[src/rtl/sreg_deser.sv]
// ============================================================================
// Module   : sreg_deser
// Purpose  : Deserialises 21 two-bit pairs into a 42-bit word with a
//            valid/ready output register. Optional error counter is enabled
//            by defining SREG_DESER_ERR_CNT_EN.
// Revision : 1.0 - initial release
// ============================================================================
`default_nettype none

module sreg_deser (
    input  logic        sclk,
    input  logic        rst_n,
    input  logic        load,
    input  logic        shift,
    input  logic [1:0]  sreg_in,
    output logic [41:0] data_out,
    output logic        data_valid,
    input  logic        data_ready,
    output logic        busy,
    output logic        ovf,
    output logic        frm_err
`ifdef SREG_DESER_ERR_CNT_EN
    ,
    output logic [7:0]  err_cnt
`endif
);

    localparam logic [4:0] c_LAST_PAIR = 5'd20;

    typedef enum logic [0:0] {
        IDLE = 1'b0,
        RECV = 1'b1
    } state_t;

    state_t      state_q, state_d;
    logic [4:0]  cnt_q, cnt_d;
    logic [39:0] acc_q, acc_d;
    logic [41:0] data_q, data_d;
    logic        valid_q, valid_d;
    logic        ovf_q, ovf_d;
    logic        frm_err_q, frm_err_d;

    always_ff @(posedge sclk) begin
        if (!rst_n) begin
            state_q   <= IDLE;
            cnt_q     <= 5'd0;
            acc_q     <= 40'd0;
            data_q    <= 42'd0;
            valid_q   <= 1'b0;
            ovf_q     <= 1'b0;
            frm_err_q <= 1'b0;
        end else begin
            state_q   <= state_d;
            cnt_q     <= cnt_d;
            acc_q     <= acc_d;
            data_q    <= data_d;
            valid_q   <= valid_d;
            ovf_q     <= ovf_d;
            frm_err_q <= frm_err_d;
        end
    end

    always_comb begin
        state_d   = state_q;
        cnt_d     = cnt_q;
        acc_d     = acc_q;
        data_d    = data_q;
        valid_d   = valid_q;
        ovf_d     = 1'b0;
        frm_err_d = 1'b0;

        if (valid_q && data_ready) begin
            valid_d = 1'b0;
        end

        unique case (state_q)
            IDLE: begin
                if (load) begin
                    state_d = RECV;
                    cnt_d   = 5'd0;
                    acc_d   = 40'd0;
                end
            end
            RECV: begin
                if (load) begin
                    cnt_d     = 5'd0;
                    acc_d     = 40'd0;
                    frm_err_d = (cnt_q != 5'd0);
                end else if (shift) begin
                    acc_d = {acc_q[37:0], sreg_in};
                    cnt_d = cnt_q + 5'd1;
                    if (cnt_q == c_LAST_PAIR) begin
                        state_d = IDLE;
                        cnt_d   = 5'd0;
                        // A word is only kept if the output register is free or drains this cycle.
                        if (!valid_q || data_ready) begin
                            data_d  = {acc_q, sreg_in};
                            valid_d = 1'b1;
                        end else begin
                            ovf_d = 1'b1;
                        end
                    end
                end
            end
            default: state_d = IDLE;
        endcase
    end

    assign data_out   = data_q;
    assign data_valid = valid_q;
    assign busy       = (state_q == RECV);
    assign ovf        = ovf_q;
    assign frm_err    = frm_err_q;

`ifdef SREG_DESER_ERR_CNT_EN
    logic [7:0] err_cnt_q;

    always_ff @(posedge sclk) begin
        if (!rst_n) begin
            err_cnt_q <= 8'd0;
        end else if ((ovf_q || frm_err_q) && (err_cnt_q != 8'hFF)) begin
            err_cnt_q <= err_cnt_q + 8'd1;
        end
    end

    assign err_cnt = err_cnt_q;
`endif

endmodule

`default_nettype wire

[config.mk]
export PLATFORM = sky130hd
export DESIGN_NAME = sreg_deser
export DESIGN_NICKNAME = d
export VERILOG_FILES = /design/src/rtl/sreg_deser.sv
export SDC_FILE = /design/constraint.sdc
export NUM_CORES = 1
export LEC_CHECK = 0
export CORE_ASPECT_RATIO = 0.9
export CORE_MARGIN = 1.5
export CORE_UTILIZATION = 45
export CTS_BUF_LIST = sky130_fd_sc_hd__clkbuf_8
export CTS_CLUSTER_SIZE = 20
export DETAILED_ROUTE_END_ITERATION = 10
export MAX_ROUTING_LAYER = met4
export PLACE_DENSITY = 0.8
export RECOVER_POWER = 25
export SYNTH_ARGS = -nofsm -noshare
export SYNTH_HDL_FRONTEND = slang
export SYNTH_SLANG_ARGS = --single-unit
[constraint.sdc]
create_clock -name sclk -period 3.45 [get_ports sclk]
set_input_delay 1.035 -clock sclk [delete_from_list [all_inputs] [get_ports sclk]]
set_output_delay 1.035 -clock sclk [all_outputs]
set_load 0.005 [all_outputs]
==> results by stage <==
Place:
- The routability congestion estimate is 0.7404.
- Once detailed placement completed, the half-perimeter wirelength came to roughly 4200 um.
- The number of buffer cells added on primary ports is between 50 and 60.
- After detailed placement, the total cell area comes to 0.003994 sq mm.

Routing:
- The via count is 2688.
- The first TritonRoute pass finished after 4 iterations.
- The routed design has 6515 um of wire.
- The count of nets left with antenna violations once routing finished came out at 0.
- Using the TritonRoute via totals, the vias-per-cell ratio works out to 4.959.
- In the routed design, unresolved DRC markers number 0.
- After the first detailed-routing iteration, the DRC count stood at 200.
- In the final routed layout, each cell accounts on average for 12.02 um.

Timing:
- The transition time at the pin with the least slew margin is roughly 1.6 ns.
- Setup violations remaining at the end of the flow were counted as 0.
- The upper clock frequency limit is 403.9 MHz.
- The tightest hold path in the finished design has a slack of about 0.46 ns.
- Setup repair after global routing left no endpoint under its margin.
- For the final routed database, the setup TNS stands at 0 ns.
- The time the final worst path needs with I/O delays and setup is 2.476 ns.
- The share of the clock period used by the worst path is 71.76%.
- The relative slew slack is -7.711%.
- The final-report max-slew violation count is 89.
- The final-report hold violation count was 0.
- The worst clock skew is 0.006649 ns.

Yosys:
- In this run, synthesis produced a sequential element count of 91.
- Of all flip-flops after synthesis, the portion carrying an async set or reset was 0%.
- Summing the areas of all and, or, nand and nor instances in the mapped netlist gives 22.00% of the synthesized area.
- After synthesis, the largest family of logic cells by area is simple AND/OR/NAND/NOR gates.
- After synthesis, the cell types taking the most area are sky130_fd_sc_hd__dfxtp_1 (53%), sky130_fd_sc_hd__nand2_1 (18%), sky130_fd_sc_hd__mux2i_1 (12%).
- The most used standard cell by instance count after synthesis is sky130_fd_sc_hd__nand2_1.
- The synthesized instance count is about 400.
- After Yosys synthesis, full adders, half adders and majority gates account for 0.7262% of the synthesized area.
- The mux share of post-synthesis cell area is approximately an eighth.
- After synthesis, the largest area contributor takes up around 53% of total cell area.
- By count the netlist is led by sky130_fd_sc_hd__nand2_1 (169), sky130_fd_sc_hd__dfxtp_1 (91), sky130_fd_sc_hd__a21oi_1 (44).
- The count of yosys warnings during synthesis is 0.
- The number of enable-type register cells in the synthesized netlist is 0.
- The share of the synthesized area in compound gates (AO/OA/AOI/OAI) is 7.952%.
- A synthesized cell averages about 8.6 sq um.
- Of the total synthesized cell area, the portion taken by XOR and XNOR cells is 0%.
- The distinct cell type count of the synthesized netlist is 24.
- The synthesized netlist occupies a cell area of 0.003446 sq mm.
- The primary flip-flop cell chosen by synthesis mapping is sky130_fd_sc_hd__dfxtp_1.
- The synthesized net count is 410.
- The register area share after synthesis is 52.87%.
- sky130_fd_sc_hd__dfxtp_1 takes more of the synthesized area than any other cell.

Critical path:
- The maximum fanout count along the critical path is approximately 90.
- The worst setup path is launched from an input pin.
- The worst setup path is of the in2reg kind.
- The required time of the critical path is 3.73 ns.
- Data arrives at the worst endpoint at 2.76 ns.
- The endpoint kind of the worst setup timing path is a flip-flop.

Floorplanning:
- The count of boundary I/O pins is 53.
- The overall die area is 0.008192 sq mm.
- The die height is 86.02 um.
- The core area is 0.007470 sq mm.
- The floorplan step set the die width to ~95 um.
- The initialized floorplan defines 30 standard-cell rows.
- Once the floorplan was initialized, standard cells occupied a little under half of the core.

Global route:
- The via count of the first global-routing pass is 2556.
- The initial antenna violation count is 0.
- The largest net degree at the start of global routing is 89.
- The global-route congestion overflow total is 0.
- The first global-routing pass estimated 11220 um of wire.
- Across every metal layer, demand over resource in global routing totals 17.89%.

Clock network:
- TritonCTS built the clock tree.
- The number of gates resized after CTS is 0.
- The number of clock sinks is 91.
- Buffers inserted to repair hold after CTS numbered 0.
- Buffers inserted during clock tree synthesis total 9.
- Once the clock tree was built, the setup fixing pass inserted 0 buffers.
- The tree is rooted in a sky130_fd_sc_hd__clkbuf_8.
- In this run the number of H-tree levels came out at 3.
- Clock-pin slew was measured on the worst setup and hold paths at 0.08 ns.
- For the worst-skew pair, the clock arrives at the later sink with an insertion delay of 0.35 ns.
- The longest clock path from root to sink contains 2 buffers.

Finish:
- The fraction of final layout cells with drive strength greater than 1 is slightly above 5%.
- After routing the design area is 0.004183 sq mm.
- The repair_antennas step left the layout with diodes totalling 0.
- The utilization of the core after routing is 56.00%.
- The number of filler cells placed in the layout is 667.
- Relative to the synthesized area, the layout overhead comes to 21.39%.
- The layout net count is 451.

Pwr:
- The leakage power total is ~1.4 nW.
- The power density relative to cell area is about 430 mW/mm^2.
- The worst supply voltage drop on vdd is 272.3 uV.

Status:
- The run finished, with violations left.
- The checks that failed: capacitance limit, slew limit.

Run:
- Max-cap violations in this run came to 1.

Min path:
- The tightest min-delay check is of the reg2reg type.
layout by cell type (no fill, tap or decap), drive strengths merged:
master,Yosys,layout
nand2,169,169
dfxtp,91,91
a21oi,44,44
mux2i,42,42
clkdlybuf4s50,0,30
dlygate4sd3,0,21
clkbuf,21,12
buf,7,5
inv,3,4
nand3,4,4
o21a,3,3
a311oi,2,2
ha,2,2
nand2b,2,2
clkinv,0,2
nor2b,1,1
nand4b,1,1
nor4,1,1
and2,1,1
a41oi,1,1
nor3,1,1
and3,1,1
nor4b,1,1
nor2,1,1
o21ai,1,1
or4b,1,1
bufinv,0,1
clkinvlp,0,1
power by group:
part,leakage (nW),switching (mW),internal [mW]
Combinational,0.527,0.0434,0.0133
Clock,0.0995,0.354,0.348
Sequential,0.733,0.00163,1.05
logic make-up (layout without fill, tap and decap cells):
kind of cell               Yosys count  in the layout
and+or+nand+nor                    184            184
buffers and inverters               31             76
muxes                               42             42
DFF                                 91             91
AOI/OAI and AO/OA                   51             51
adders and majority gates            2              2
layer usage:
| metal | routed length (um) | global-route usage (%) |
|---|---|---|
| met1 | 3062 | 21.12 |
| met2 | 3052 | 28.95 |
| met3 | 313 | 5.230 |
| met4 | 87 | 6.106 |
| met5 | 0 | - |
path summary, 6_finish.rpt:
| kind | from | to | slack [ns] | cells after the start |
|---|---|---|---|---|
| worst max-delay path | rst_n | data_out[29] | 0.97 | 4 |
| worst min-delay path | data_out[24] | data_out[24] | 0.46 | 2 |
| worst max register to register | cnt_q[0] | data_out[23] | 1.59 | 6 |
| worst min register to register | data_out[24] | data_out[24] | 0.46 | 2 |
final cells by class:
class	count	area (sq um)	area share (%)
clock buffer	10	137.6	3.290
sequential	91	1822	43.55
multi-input combinational	279	1480	35.39
inverter	3	11.26	0.2692
tap	96	120.1	2.872
timing repair buffer	58	556.8	13.31
clock inverter	5	55.05	1.316
worst max-delay path, stage by stage:
cell and delay, ns:
sky130_fd_sc_hd__clkbuf_1 0.11, sky130_fd_sc_hd__clkbuf_2 1.16, sky130_fd_sc_hd__nand2_1 0.18, sky130_fd_sc_hd__mux2i_1 0.20
per-stage QoR:
step	power (mW)	std cells	setup slack [ns]
after floorplan	1.117	401	1.393
after global placement	1.134	527	0.8282
after detailed placement	1.135	527	0.7764
after CTS	1.829	542	1.113
after global routing	1.892	542	0.8302
final	1.811	542	0.9744
state kept, by name (all words and copies together) (netlist names):
signal      cells
frm_err         1
cnt_q           5
data_valid      1
ovf             1
data_out       42
busy            1
acc_q          40
(Power assumes the default switching activity.)
